**src/rtl/control_unit.sv**
```systemverilog
// control_unit
//   Multi-cycle sequencer for a small load/store datapath. Walks each
//   instruction through FETCH, DECODE, EXEC and then MEM and/or WB, and
//   drives the datapath enables and mux selects from the current state
//   together with the instruction opcode. An illegal opcode parks the unit
//   in HALT until reset.
//
//   Optional feature: define CU_INSTR_COUNT_EN to build the retired-
//   instruction counter. Without it, retired is tied to zero.
//
// Ports
//   clk        in   system clock, all state changes on the rising edge
//   rst_n      in   synchronous active-low reset
//   start      in   begin execution (honoured only in IDLE)
//   stop       in   return to IDLE at the next instruction boundary
//   opcode     in   [6:0] opcode field from the instruction register
//   pc_we      out  PC increment enable
//   ir_we      out  instruction register load enable
//   rf_we      out  register-file write enable
//   dmem_we    out  data-memory write enable
//   alu_b_sel  out  operand B: 0 = immediate, 1 = register Rb
//   wb_sel     out  write-back: 0 = data memory, 1 = ALU result
//   alu_sub    out  ALU: 0 = add, 1 = subtract
//   busy       out  high outside IDLE and HALT
//   illegal    out  high while halted on an illegal opcode
//   retired    out  [CNT_W-1:0] completed-instruction count
module control_unit #(
  parameter int CNT_W = 32
) (
  input  logic             clk,
  input  logic             rst_n,
  input  logic             start,
  input  logic             stop,
  input  logic [6:0]       opcode,
  output logic             pc_we,
  output logic             ir_we,
  output logic             rf_we,
  output logic             dmem_we,
  output logic             alu_b_sel,
  output logic             wb_sel,
  output logic             alu_sub,
  output logic             busy,
  output logic             illegal,
  output logic [CNT_W-1:0] retired
);

  typedef enum logic [2:0] {
    S_IDLE,
    S_FETCH,
    S_DECODE,
    S_EXEC,
    S_MEM,
    S_WB,
    S_HALT
  } state_t;

  localparam logic [6:0] OP_LOAD  = 7'b0000001;
  localparam logic [6:0] OP_STORE = 7'b0000010;
  localparam logic [6:0] OP_ADD   = 7'b0000011;
  localparam logic [6:0] OP_SUB   = 7'b0000100;
  localparam logic [6:0] OP_ADDI  = 7'b0000101;
  localparam logic [6:0] OP_SUBI  = 7'b0000110;

  state_t     state_q, state_d;
  logic [6:0] opcode_q, opcode_d;
  logic [6:0] opSel;
  logic       isRegOp;
  logic       isSubOp;
  logic       done;

  // State and latched opcode; reset aborts any instruction in flight.
  always_ff @(posedge clk) begin
    if (!rst_n) begin
      state_q  <= S_IDLE;
      opcode_q <= '0;
    end else begin
      state_q  <= state_d;
      opcode_q <= opcode_d;
    end
  end

  // Capture the opcode while in EXEC so MEM/WB keep decoding the same
  // instruction even if the IR field changes afterwards.
  always_comb begin
    opcode_d = opcode_q;
    if (state_q == S_EXEC) opcode_d = opcode;
  end

  // In EXEC the live IR field is already valid; later states use the copy.
  assign opSel   = (state_q == S_EXEC) ? opcode : opcode_q;
  assign isRegOp = (opSel == OP_ADD) || (opSel == OP_SUB);
  assign isSubOp = (opSel == OP_SUB) || (opSel == OP_SUBI);

  // Next-state and Moore outputs.
  always_comb begin
    state_d   = state_q;
    done      = 1'b0;
    pc_we     = 1'b0;
    ir_we     = 1'b0;
    rf_we     = 1'b0;
    dmem_we   = 1'b0;
    alu_b_sel = 1'b0;
    wb_sel    = 1'b0;
    alu_sub   = 1'b0;

    case (state_q)
      S_IDLE: begin
        // start together with stop is treated as "stay idle".
        if (start && !stop) state_d = S_FETCH;
      end
      S_FETCH: begin
        state_d = S_DECODE;
      end
      S_DECODE: begin
        ir_we   = 1'b1;
        pc_we   = 1'b1;
        state_d = S_EXEC;
      end
      S_EXEC: begin
        alu_b_sel = isRegOp;
        alu_sub   = isSubOp;
        case (opcode)
          OP_LOAD, OP_STORE:                state_d = S_MEM;
          OP_ADD, OP_SUB, OP_ADDI, OP_SUBI: state_d = S_WB;
          default:                          state_d = S_HALT;
        endcase
      end
      S_MEM: begin
        alu_b_sel = isRegOp;
        alu_sub   = isSubOp;
        if (opcode_q == OP_STORE) begin
          dmem_we = 1'b1;
          done    = 1'b1;
        end else begin
          state_d = S_WB;
        end
      end
      S_WB: begin
        rf_we     = 1'b1;
        wb_sel    = (opcode_q != OP_LOAD);
        alu_b_sel = isRegOp;
        alu_sub   = isSubOp;
        done      = 1'b1;
      end
      S_HALT: begin
        state_d = S_HALT;
      end
      default: begin
        state_d = S_IDLE;
      end
    endcase

    // Instruction boundary: the only point where stop is honoured.
    if (done) state_d = stop ? S_IDLE : S_FETCH;
  end

  assign busy    = (state_q != S_IDLE) && (state_q != S_HALT);
  assign illegal = (state_q == S_HALT);

`ifdef CU_INSTR_COUNT_EN
  logic [CNT_W-1:0] retired_q, retired_d;

  // Counts completed instructions, wrapping naturally at full scale.
  always_comb begin
    retired_d = retired_q;
    if (done) retired_d = retired_q + CNT_W'(1);
  end

  always_ff @(posedge clk) begin
    if (!rst_n) retired_q <= '0;
    else        retired_q <= retired_d;
  end

  assign retired = retired_q;
`else
  assign retired = '0;
`endif

endmodule

```
**config.mk**
```make
export PLATFORM = sky130hd
export DESIGN_NAME = control_unit
export DESIGN_NICKNAME = d
export VERILOG_FILES = /design/src/rtl/control_unit.sv
export SDC_FILE = /design/constraint.sdc
export NUM_CORES = 1
export LEC_CHECK = 0
export ABC_AREA = 0
export BUFFER_PORTS_ARGS = -buffer_cell sky130_fd_sc_hd__buf_2
export CORE_MARGIN = 4
export CORE_UTILIZATION = 46
export CTS_CLUSTER_SIZE = 14
export DETAILED_ROUTE_END_ITERATION = 8
export PLACE_DENSITY = 0.82
export SLEW_MARGIN = 20
export SYNTH_ARGS = -nofsm -noshare
export SYNTH_HDL_FRONTEND = slang
export SYNTH_SLANG_ARGS = --single-unit
export TNS_END_PERCENT = 10
```
**constraint.sdc**
```tcl
create_clock -name clk -period 3.17 [get_ports clk]
set_input_delay 0.4755 -clock clk [delete_from_list [all_inputs] [get_ports clk]]
set_output_delay 0.4755 -clock clk [all_outputs]
set_load 0.05 [all_outputs]
```
# After elaboration in Yosys (flattened, before gate mapping)
# Cells that the tools add are included.
[totals] reg_bits=10 output_inout_bits=41
[classes] n_eq_ne=21 muxes=15 n_reduce_logical=11
[op_table] cell="== test 7 x 3 -> 1 bit, second input constant" n=5
[op_table] cell="== test 7 x 2 -> 1 bit, second input constant" n=4
[op_table] cell="one-hot mux 3 bit (7 select lines)" n=1
[op_table] cell="== test 3 bit, second input constant" n=3
[op_table] cell="2-to-1 mux 3 bit" n=3
[op_table] cell="inequality test 3 bit, second input constant" n=3
[op_table] cell="2-to-1 mux 1 bit" n=8
[op_table] cell="== test 7 x 1 -> 1 bit, second input constant" n=1
[op_table] cell="2-to-1 mux 7 bit" n=1
[op_table] cell="inequality test 7 x 1 -> 1 bit, second input constant" n=1
[op_table] cell="== test 3 x 2 -> 1 bit, second input constant" n=2
[op_table] cell="one-hot mux 2 bit (2 select lines)" n=1
[op_table] cell="OR reduction 4 bit" n=1
[op_table] cell="== test 3 x 1 -> 1 bit, second input constant" n=1
[op_table] cell="zero test 3 bit" n=1
[op_table] cell="AND reduction 3 bit" n=1
[op_table] cell="nonzero test 3 bit" n=1
[op_table] cell="OR reduction 3 bit" n=1
[op_table] cell="logical AND 1 bit" n=2
[op_table] cell="logical OR 1 bit" n=2
[op_table] cell="inequality test 2 bit, second input constant" n=1
[op_table] cell="one-hot mux 1 bit (2 select lines)" n=1
[op_table] cell="OR reduction 2 bit" n=1
[op_table] cell="zero test 1 bit" n=1

# Longest topological paths before layout
# Gate-level depths: netlist of run 1.
[logic_depth] ltp_word=5 mapped_depth=5 mapped_depth_nobuf=4

# Worst setup path before layout of run 1
# No wires, ideal clock.
[synth_timing] path_kind="register to output" from="register opcode_q[3]" to="output port dmem_we" arrival_ns=2.281 slack_ns=0.414 stages_incl_launch_ff=4 cell_sequence="dfxtp_1 nor4_1 nand2_1 nor4_1"
[synth_between] elab_chain_len=3
[synth_lines] item="from (decl)" line_no="65" rtl="logic [6:0] opcode_q, opcode_d;"
[synth_lines] item="from (signal assigned)" line_no="78" rtl="opcode_q <= opcode_d;"
[synth_lines] item="== test 7 x 2 -> 1 bit" line_no="131" rtl="if (opcode_q == OP_STORE) begin"
[synth_lines] item="2-to-1 mux 1 bit" line_no="131"
[synth_lines] item="2-to-1 mux 1 bit" line_no="106" rtl="case (state_q)"
[synth_lines] item="to (decl)" line_no="38" rtl="output logic dmem_we,"
# No other way between the ends.

# Worst setup path in the final report of run 1
[layout_timing] from="register state_q[1]" to="output port alu_sub"
[layout_between] elab_chain_len=5 elab_cells_between_ends=9 cone_classes="5 x eq/ne; 2 x mux; 2 x reduce/logical"
[layout_lines] item="from (decl)" line_no="64" rtl="state_t state_q, state_d;"
[layout_lines] item="from (signal assigned)" line_no="77" rtl="state_q <= state_d;"
[layout_lines] item="== test 3 x 2 -> 1 bit" line_no="90, 106"
[layout_lines] item="2-to-1 mux 7 bit"
[layout_lines] item="== test 7 x 3 -> 1 bit" line_no="92" rtl="assign isSubOp = (opSel == OP_SUB) || (opSel == OP_SUBI);"
[layout_lines] item="logical OR 1 bit" line_no="92"
[layout_lines] item="2-to-1 mux 1 bit (*)" line_no="106"
[layout_lines] item="to (decl)" line_no="41" rtl="output logic alu_sub,"
# Every way passes the cells marked *; elsewhere a longest branch is shown, timed or not.

==> summary.md, run 1 <==
| Metric | Value |
|---|---|
| Hold path startpoint | opcode_q[4] |
| Worst VDD drop | 256 uV |
| Die W | 51.5 um |
| Initial antenna violation count | 0 |
| CP bufs+invs | 1 |
| WL per Instance | 10.2 um |
| Synthesized area | 872 um^2 |
| NumNets Final | 148 |
| Total negative slack | 0 ps |
| Synth top area share | 0.284 |
| Seq/Total Area, Yosys | 0.230 |
| Synth area leader | buf_4 |
| Unrepaired setup endpoints after global routing | false |
| Post-Route WL | 1630 um |
| Die Y | 51.5 um |
| Crit end category | output port |
| CP peak stage delay | 690 ps |
| FF-to-FF End | state_q[0] |
| I/O pin count | 52 |
| FF-to-FF path depth | 3 |
| Setup bufs post-CTS | 0 |
| Worst hold slack | 474 ps |
| Core area | 0.00176 mm^2 |
| Final worst path period need | 2350 ps |
| Clock Sinks | 10 |
| R2r startpoint | state_q[1] |
| Fmax | 0.426 GHz |
| Total Routing Usage GR | 0.119 |
| Avg Inst Size Synth | 7.39 um^2 |
| Area fraction in compound gates after synthesis | 0.159 |
| Die area | 0.00266 mm^2 |
| Mux contribution to synthesized area | 0 |
| Max-Cap Viols | 0 |
| Required time worst endpoint | 2690 ps |
| Layout cells sized above 1 | 0.185 |
| # rows | 15 |
| H-tree depth | 1 |
| Clock Tree Buf Depth | 2 |
| Top post-synthesis cells by area | buf_4, dfxtp_1, a21boi_0, nand2_1, nand3_1 |
| Final Hold Fails | 0 |
| Largest net degree at the start of global routing | 19 |
| Crit-path max FO | 18 |
| Crit Path Class | register to output port |
| Worst-Margin Slew | 588 ps |
| CTS Buf Count | 3 |
| Post-Syn Instances | 118 |
| Leak | 0.395 nW |
| EDFF count, synth | 0 |
| DR vias | 739 |
| Relative slew slack | 0.608 |
| CTS tree | done |
| Crit path max-delay cell type | dfxtp_1 |
| I/O Buffers | 19 |
| HPWL Detailed | 1310 um |
| R2R setup slack | 1740 ps |
| Largest family of logic cells by synthesized area | buffers and inverters |
| Cell Chain, Critical Path | nand2_1 -> o21ai_0 -> a21boi_0 -> buf_2 |
| Vias/cell | 4.62 |
| Post-Synth Adder-Cell Area | 0 |
| Worst min-delay path class | register to register |
| CTS Hold Bufs | 0 |
| Total global routing overflow | 0 |
| Post-synthesis simple-gate area fraction | 0.273 |
| CTS root buffer | clkbuf_4 |
| Slew Limit Fails | 0 |
| Routability Congestion | 0.777 |
| Worst-Skew Late Latency | 270 ps |
| PwrDens | 493 mW/mm^2 |
| CTS resizes | 0 |
| Initial core utilization | 0.494 |
| CP top delay family | flip-flops |
| First-pass GRT wire length | 2350 um |
| Status | completed |
| Most common flop cell mapped by yosys | dfxtp_1 |
| Synth cell count leaders | buf_4, nand2_1, a21boi_0, dfxtp_1, nand3_1 |
| Post-synth cell types | 30 |
| Vias in the first global route | 585 |
| Ys async rst share | 0 |
| Ant diodes | 0 |
| DRC violations left | 0 |
| Top-count cell post-synth | buf_4 |
| Clock-pin slew on the worst setup and hold paths | 60 ps |
| Crit start category | register |
| Hold Crit Depth | 2 |
| Crit path DAT | 1870 ps |
| Xor and xnor area share after synthesis | 0.0201 |
| Final Setup Violations | 0 |
| Layout Skew | 4.48 ps |
| DRT Pass-1 Iters | 4 |
| Synth Register Bits | 10 |
| Syn. warnings | 0 |
| P&R area growth vs syn | 0.717% |
| Period Utilization, post-route | 0.740 |
| ANT nets after route | 0 |
| Initial DRC Count | 18 |
| Hold EP | opcode_q[4] |
==> worst min-delay path, stage by stage (launching register included) <==
cell and delay (ps):
dfxtp_1 310, nand2_1 50, a21boi_0 60
==> placed cells by master (no fill, tap or decap), drive strengths merged, types with 2 or more instances in the layout <==
cell type / netlist / layout
conb: 1 / 32
buf: 36 / 20
nand2: 15 / 15
a21boi: 10 / 10
dfxtp: 10 / 10
nand3: 8 / 8
nor2: 7 / 7
o21ai: 5 / 5
nand2b: 3 / 3
clkbuf: 1 / 3
nor4: 3 / 3
inv: 2 / 2
nor3b: 2 / 2
nand3b: 2 / 2
==> per-stage QoR <==
step	cells	power, mW	setup slack [ps]	utilization	instance area [um^2]
after floorplan	149	0.352	414	-	988
after global placement	157	0.346	984	0.485	856
after detailed placement	157	0.348	956	0.485	856
after CTS	160	0.433	828	0.498	878
after global routing	160	0.456	650	0.498	878
final	160	0.433	824	0.498	878
==> logic make-up (layout without fill, tap and decap cells) <==
logic type / after synthesis / in the layout
flip-flops: 10 / 10
XOR/XNOR: 2 / 2
AO/OA/AOI/OAI: 20 / 20
AND/OR/NAND/NOR: 46 / 46
other: 1 / 32
buffers and inverters: 39 / 25
==> layer usage <==
metal,track usage,share of wire,routed length [um],vias to the layer above
met4,0.0699,0.0086,14,0
met5,0,0,0,-
met3,0.0344,0.12,188,2
met1,0.129,0.38,620,331
li1,-,-,-,367
met2,0.203,0.49,804,39
==> report_power, final <==
group          total [mW]  internal (mW)  switching (mW)
clock              0.0868         0.0439          0.0429
combinational       0.191         0.0364           0.155
sequential          0.155          0.135          0.0198
==> sequential cells by signal, summed over array words and instances (netlist names) <==
register / flops
state_q: 3
opcode_q: 7
==> worst max path at each step <==
stage                start  endpoint  cells past startpoint
6_report        state_q[1]   alu_sub                      4
5_1_grt         state_q[1]   alu_sub                      4
4_1_cts         state_q[1]   alu_sub                      4
3_5_place_dp     opcode[3]   alu_sub                      6
3_3_place_gp     opcode[3]   alu_sub                      6
2_1_floorplan  opcode_q[3]   dmem_we                      3
==> layout make-up <==
type | instances | area (um^2)
fill | 199 | 886
multi-input combinational | 100 | 514
sequential | 10 | 200
tap | 25 | 31.3
clock buffer | 3 | 22.5
inverter | 2 | 7.51
timing repair buffer | 20 | 103
(Power assumes the default switching activity.)
==> run 2, diff against run 1 <==
--- a/config.mk
+++ b/config.mk
@@ -8,10 +8,10 @@
 export ABC_AREA = 0
 export BUFFER_PORTS_ARGS = -buffer_cell sky130_fd_sc_hd__buf_2
 export CORE_MARGIN = 4
-export CORE_UTILIZATION = 46
+export CORE_UTILIZATION = 38
 export CTS_CLUSTER_SIZE = 14
 export DETAILED_ROUTE_END_ITERATION = 8
-export PLACE_DENSITY = 0.82
+export PLACE_DENSITY = 0.72
 export SLEW_MARGIN = 20
 export SYNTH_ARGS = -nofsm -noshare
 export SYNTH_HDL_FRONTEND = slang
==> constraint.sdc (replaced) <==
create_clock -name clk -period 2.09 [get_ports clk]
set_input_delay 0.3135 -clock clk [delete_from_list [all_inputs] [get_ports clk]]
set_output_delay 0.3135 -clock clk [all_outputs]
set_load 0.05 [all_outputs]
==> run 2 against run 1 <==
Register-to-register slack lost 910 ps. Final area rose by 5.0%. Combinational power up 61%. Critical path depth is 2 higher. First-iteration DRC count shrank 39%. Via count down 0.54%. Total power is 64% higher. Clock power grew 100%. Critical path type unchanged.
==> summary.md, run 2 (synthesized netlist as in run 1, its figures left out) <==
| Metric | Value |
|---|---|
| Status | completed (unchanged) |
| Reg power frac | 0.325 (was 0.357) |
| CTS Hold Bufs | 0 (unchanged) |
| Layout cells sized above 1 | 0.225 (was 0.185) |
| Crit Path Class | register to output port (unchanged) |
| Sw frac | 0.473 (was 0.503) |
| H-tree depth | 1 (unchanged) |
| Clock Sinks | 10 (unchanged) |
| Total Routing Usage GR | 0.0996 (was 0.119) |
| Die W | 55.9 um (was 51.5 um) |
| CTS Buf Count | 3 (unchanged) |
| WL per Instance | 10.1 um (was 10.2 um) |
| CP bufs+invs | 2 (was 1) |
| Crit end category | output port (unchanged) |
| Die area | 0.00313 mm^2 (was 0.00266 mm^2) |
| First-pass GRT wire length | 2550 um (was 2350 um) |
| DRT Pass-1 Iters | 4 (unchanged) |
| Worst-Skew Late Latency | 270 ps (about the same) |
| Internal | 0.375 mW (was 0.215 mW) |
| Worst min-delay path class | input pin to register (was register to register) |
| Crit-path max FO | 3 (was 18) |
| Total negative slack | 0 ps (unchanged) |
| Most frequent cells in the layout | conb_1, buf_2, nand2_1, a21boi_0 (was conb_1, buf_2, nand2_1, a21boi_0, dfxtp_1) |
| Crit path max-delay cell type | dfxtp_1 (unchanged) |
| CP top delay family | buffers and inverters (was flip-flops) |
| CTS tree | done (unchanged) |
| Largest register FFs | 7 (unchanged) |
| DRC violations left | 0 (unchanged) |
| Fmax | 0.497 GHz |
| Final Hold Fails | 0 (unchanged) |
| NumNets Final | 150 (was 148) |
| Hold EP | opcode_q[5] (was opcode_q[4]) |
| R2R setup slack | 830 ps (was 1740 ps) |
| Final Setup Violations | 0 (unchanged) |
| I/O pin count | 52 (unchanged) |
| Routability Congestion | 0.807 (was 0.777) |
| Ant diodes | 0 (unchanged) |
| Regs by FF count | opcode_q x7, state_q x3 (unchanged) |
| Initial core utilization | 0.398 (was 0.494) |
| Vias/cell | 4.43 (was 4.62) |
| CTS resizes | 0 (unchanged) |
| Max-Cap Viols | 0 (unchanged) |
| Core area | 0.00219 mm^2 (was 0.00176 mm^2) |
| CTS root buffer | clkbuf_4 (unchanged) |
| FF-to-FF End | state_q[0] (unchanged) |
| P&R area growth vs syn | 5.74% (was 0.717%) |
| Setup bufs post-CTS | 0 (unchanged) |
| Hold path startpoint | opcode[5] (was opcode_q[4]) |
| Worst hold slack | 339 ps (was 474 ps) |
| Initial antenna violation count | 0 (unchanged) |
| Clock-pin slew on the worst setup and hold paths | 60 ps (about the same) |
| Switching power | 0.337 mW (was 0.218 mW) |
| R2r startpoint | opcode_q[3] (was state_q[1]) |
| CP peak stage delay | 310 ps (was 690 ps) |
| DR vias | 735 (was 739) |
| Required time worst endpoint | 1780 ps (was 2690 ps) |
| Worst VDD drop | 360 uV (was 256 uV) |
| HPWL Detailed | 1370 um (was 1310 um) |
| PwrDens | 772 mW/mm^2 (was 493 mW/mm^2) |
| CP Depth | 6 (was 4) |
| Crit path DAT | 1700 ps (was 1870 ps) |
| ANT nets after route | 0 (unchanged) |
| Total global routing overflow | 0 (unchanged) |
| Initial DRC Count | 11 (was 18) |
| Clock Tree Buf Depth | 2 (unchanged) |
| Die Y | 55.9 um (was 51.5 um) |
| Unrepaired setup endpoints after global routing | false (unchanged) |
| Leak | 0.412 nW (was 0.395 nW) |
| FF-to-FF path depth | 5 (was 3) |
| Slew Limit Fails | 0 (unchanged) |
| Crit start category | register (unchanged) |
| Layout Skew | 0.600 ps (was 4.48 ps) |
| Setup WS pre-CTS | 263 ps (was 956 ps) |
| Clock network power share | 0.244 (was 0.200) |
| Largest net degree at the start of global routing | 13 (was 19) |
| Post-Route WL | 1680 um (was 1630 um) |
| Combinational power share | 0.431 (was 0.442) |
| Most common cell after layout, fill and taps aside | conb_1 (unchanged) |
| I/O Buffers | 19 (unchanged) |
| Period Utilization, post-route | 0.964 |
| Worst Slack Setup Final | 75.9 ps (was 824 ps) |
| # rows | 17 (was 15) |
| Final worst path period need | 2010 ps |
| Cell Chain, Critical Path | nor4_1 -> buf_4 -> nand3b_1 -> o21ai_0 -> a21boi_0 -> clkbuf_4 (was nand2_1 -> o21ai_0 -> a21boi_0 -> buf_2) |
| Hold Crit Depth | 3 (was 2) |
| Vias in the first global route | 631 (was 585) |
| Reg with most FFs | opcode_q (unchanged) |
## run 2: changes by cell type in the layout (fill, tap and decap cells not counted), sizes merged
| cell | before | now |
|---|---|---|
| buf | 20 | 21 |
| clkbuf | 3 | 5 |
## run 2: worst min-delay path: stages
cell and delay [ps]:
buf_2 110, nand3_1 70, a21boi_0 70
## run 2: routing by layer
layer	wire length [um]	share of wire	GRT usage	vias up
met5	0	0	0	-
met4	14	0.0084	0.0475	0
met3	138	0.082	0.0348	2
met2	871	0.52	0.174	27
met1	649	0.39	0.106	331
li1	-	-	-	375
## run 2: through the flow
step	cell area, um^2	std cells	total power, mW	utilization
finish	922	166	0.712	0.421
global route	922	166	0.751	0.421
CTS	917	166	0.714	0.419
detailed placement	881	162	0.540	0.402
global placement	881	162	0.537	0.402
floorplan	995	149	0.535	-
## run 2: power groups by stage
stage	logic, mW	registers, mW	clock network, mW
floorplan	0.317	0.218	0
global placement	0.304	0.233	0
detailed placement	0.306	0.234	0
CTS	0.307	0.229	0.178
global route	0.327	0.235	0.190
finish	0.307	0.231	0.174
## run 2: layout make-up
| type | count | area [um^2] |
|---|---|---|
| fill | 246 | 1270 |
| multi-input combinational | 100 | 520 |
| sequential | 10 | 203 |
| timing repair buffer | 22 | 120 |
| clock buffer | 4 | 36.3 |
| tap | 28 | 35.0 |
| inverter | 2 | 7.51 |
## run 2: worst max path at each step
stage,from,end
6_report,opcode_q[3],alu_sub
5_1_grt,opcode_q[3],alu_sub
4_1_cts,state_q[0],alu_b_sel
3_5_place_dp,opcode[3],alu_sub
3_3_place_gp,opcode[3],alu_sub
2_1_floorplan,opcode_q[3],alu_sub
==> run 3, diff against run 2 <==
--- a/config.mk
+++ b/config.mk
@@ -5,13 +5,12 @@
 export SDC_FILE = /design/constraint.sdc
 export NUM_CORES = 1
 export LEC_CHECK = 0
-export ABC_AREA = 0
 export BUFFER_PORTS_ARGS = -buffer_cell sky130_fd_sc_hd__buf_2
 export CORE_MARGIN = 4
 export CORE_UTILIZATION = 38
 export CTS_CLUSTER_SIZE = 14
 export DETAILED_ROUTE_END_ITERATION = 8
-export PLACE_DENSITY = 0.72
+export PLACE_DENSITY = 0.75
 export SLEW_MARGIN = 20
 export SYNTH_ARGS = -nofsm -noshare
 export SYNTH_HDL_FRONTEND = slang
==> run 3 against run 2 <==
Setup slack better by 15 ps. Maximum frequency up 0.74%. Critical endpoint is now alu_b_sel. Routed wire length up 5.1%. Critical path type unchanged. Core utilization up 0.74 points. Largest cell class unchanged. Global-route usage up 1.2 points. Combinational power up 2%. Cell count unchanged. Sequential power about the same.
==> summary.md, run 3 (synthesized netlist as in run 1, its figures left out) <==
| Metric | Value |
|---|---|
| Worst min-delay path class | input pin to register (unchanged) |
| Total power draw | 0.724 mW (was 0.712 mW) |
| CP peak stage delay | 400 ps (was 310 ps) |
| Met1 Usage GRT | 0.127 (was 0.106) |
| Fmax | 0.500 GHz (was 0.497 GHz) |
| Grt peak-use layer | met2 (unchanged) |
| Final Hold Fails | 0 (unchanged) |
| Die Y | 55.9 um (unchanged) |
| CTS root buffer | clkbuf_4 (unchanged) |
| P&R area growth vs syn | 7.60% (was 5.74%) |
| Initial DRC Count | 17 (was 11) |
| Required time worst endpoint | 1780 ps (about the same) |
| Layout cells sized above 1 | 0.225 (unchanged) |
| CP bufs+invs | 2 (unchanged) |
| NumNets Final | 150 (unchanged) |
| Initial core utilization | 0.398 (unchanged) |
| CP top delay family | flip-flops (was buffers and inverters) |
| PwrDens | 771 mW/mm^2 (was 772 mW/mm^2) |
| Most frequent cells in the layout | conb_1, buf_2, nand2_1, a21boi_0, dfxtp_1 (was conb_1, buf_2, nand2_1, a21boi_0) |
| M2 GR Usage | 0.182 (was 0.174) |
| Crit Path Class | register to output port (unchanged) |
| Reg with most FFs | opcode_q (unchanged) |
| Total global routing overflow | 0 (unchanged) |
| Worst Slack Setup Final | 90.8 ps (was 75.9 ps) |
| CTS Buf Count | 3 (unchanged) |
| Unrepaired setup endpoints after global routing | false (unchanged) |
| H-tree depth | 1 (unchanged) |
| Final worst path period need | 2000 ps (was 2010 ps) |
| CTS tree | done (unchanged) |
| Initial antenna violation count | 0 (unchanged) |
| Crit-path max FO | 11 (was 3) |
| Cell Chain, Critical Path | nor2b_1 -> buf_4 -> nand2_2 -> o311a_1 -> clkbuf_4 (was nor4_1 -> buf_4 -> nand3b_1 -> o21ai_0 -> a21boi_0 -> clkbuf_4) |
| CTS Hold Bufs | 0 (unchanged) |
| Clock Tree Buf Depth | 2 (unchanged) |
| Crit path max-delay cell type | dfxtp_2 (was dfxtp_1) |
| Worst-Skew Late Latency | 280 ps (was 270 ps) |
| I/O pin count | 52 (unchanged) |
| I/O Buffers | 19 (unchanged) |
| Setup WS pre-CTS | 212 ps (was 263 ps) |
| Total Routing Usage GR | 0.112 (was 0.0996) |
| Max-Cap Viols | 0 (unchanged) |
| Worst VDD drop | 293 uV (was 360 uV) |
| CTS resizes | 1 (was 0) |
| Period Utilization, post-route | 0.957 (was 0.964) |
| Routability Congestion | 0.857 (was 0.807) |
| Clock Sinks | 10 (unchanged) |
| Status | completed (unchanged) |
| Vias/cell | 4.60 (was 4.43) |
| Most common cell after layout, fill and taps aside | conb_1 (unchanged) |
| Largest net degree at the start of global routing | 12 (was 13) |
| WL per Instance | 10.6 um (was 10.1 um) |
| First-pass GRT wire length | 2840 um (was 2550 um) |
| Slew Limit Fails | 0 (unchanged) |
| Layout Skew | 3.33 ps (was 0.600 ps) |
| Setup bufs post-CTS | 0 (unchanged) |
| Core area | 0.00219 mm^2 (unchanged) |
| Crit end category | output port (unchanged) |
| Final Setup Violations | 0 (unchanged) |
| DRC violations left | 0 (unchanged) |
| Crit path DAT | 1690 ps (was 1700 ps) |
| GR Util met3 | 0.0371 (was 0.0348) |
| Leak | 0.418 nW (was 0.412 nW) |
| HPWL Detailed | 1380 um (was 1370 um) |
| Crit start category | register (unchanged) |
| DR vias | 764 (was 735) |
| Die W | 55.9 um (unchanged) |
| # rows | 17 (unchanged) |
| Die area | 0.00313 mm^2 (unchanged) |
| Ant diodes | 0 (unchanged) |
| Largest register FFs | 7 (unchanged) |
| Filler cells | 219 (was 246) |
| DRT Pass-1 Iters | 4 (unchanged) |
| R2R setup slack | 740 ps (was 830 ps) |
| Vias in the first global route | 676 (was 631) |
| ANT nets after route | 0 (unchanged) |
| Regs by FF count | opcode_q x7, state_q x3 (unchanged) |
| Clock-pin slew on the worst setup and hold paths | 70 ps (was 60 ps) |
| Post-Route WL | 1760 um (was 1680 um) |
==> run 3: cell counts in the layout (fill, tap and decap cells not counted) <==
No cell type changed its count.
==> run 3: area by class of cell <==
cell class | count | area (um^2) | share of cell area
inverter | 2 | 7.51 | 0.00800
clock buffer | 4 | 36.3 | 0.0387
tap | 28 | 35.0 | 0.0373
sequential | 10 | 201 | 0.215
multi-input combinational | 100 | 536 | 0.571
timing repair buffer | 22 | 123 | 0.131
==> run 3: metrics by stage <==
step                      hold WS, ps  TNS (ps)  area, um^2  utilization  cells
final                             332         0         938        0.428    166
after detailed placement          463         0         881        0.402    162
after CTS                         340         0         923        0.421    166
after floorplan                   443      -273         995            -    149
after global placement            453         0         881        0.402    162
after global routing              333         0         938        0.428    166
==> run 3: path summary, 6_finish.rpt <==
kind / endpoint / cells after the start / from
max: alu_b_sel / 5 / state_q[0]
max reg2reg: opcode_q[5] / 6 / state_q[2]
min reg2reg: opcode_q[4] / 2 / opcode_q[4]
min: opcode_q[4] / 3 / opcode[4]
==> run 3: routing by layer <==
| layer | vias up | share of wire |
|---|---|---|
| li1 | 375 | - |
| met5 | - | 0 |
| met3 | 5 | 0.091 |
| met4 | 0 | 0.021 |
| met1 | 352 | 0.39 |
| met2 | 32 | 0.49 |
==> run 3: worst register-to-register path, cell delays in order, from the launching register on <==
cell and delay (ps):
dfxtp_1 490, nor2b_1 80, buf_4 180, nand2_2 110, buf_4 150, nand2_1 60
a21boi_0 190
==> run 3: power breakdown <==
group          switching (mW)  total (mW)  internal, mW
clock                  0.0742       0.180         0.106
combinational           0.249       0.313        0.0643
sequential             0.0250       0.231         0.206
total                   0.348       0.724         0.376
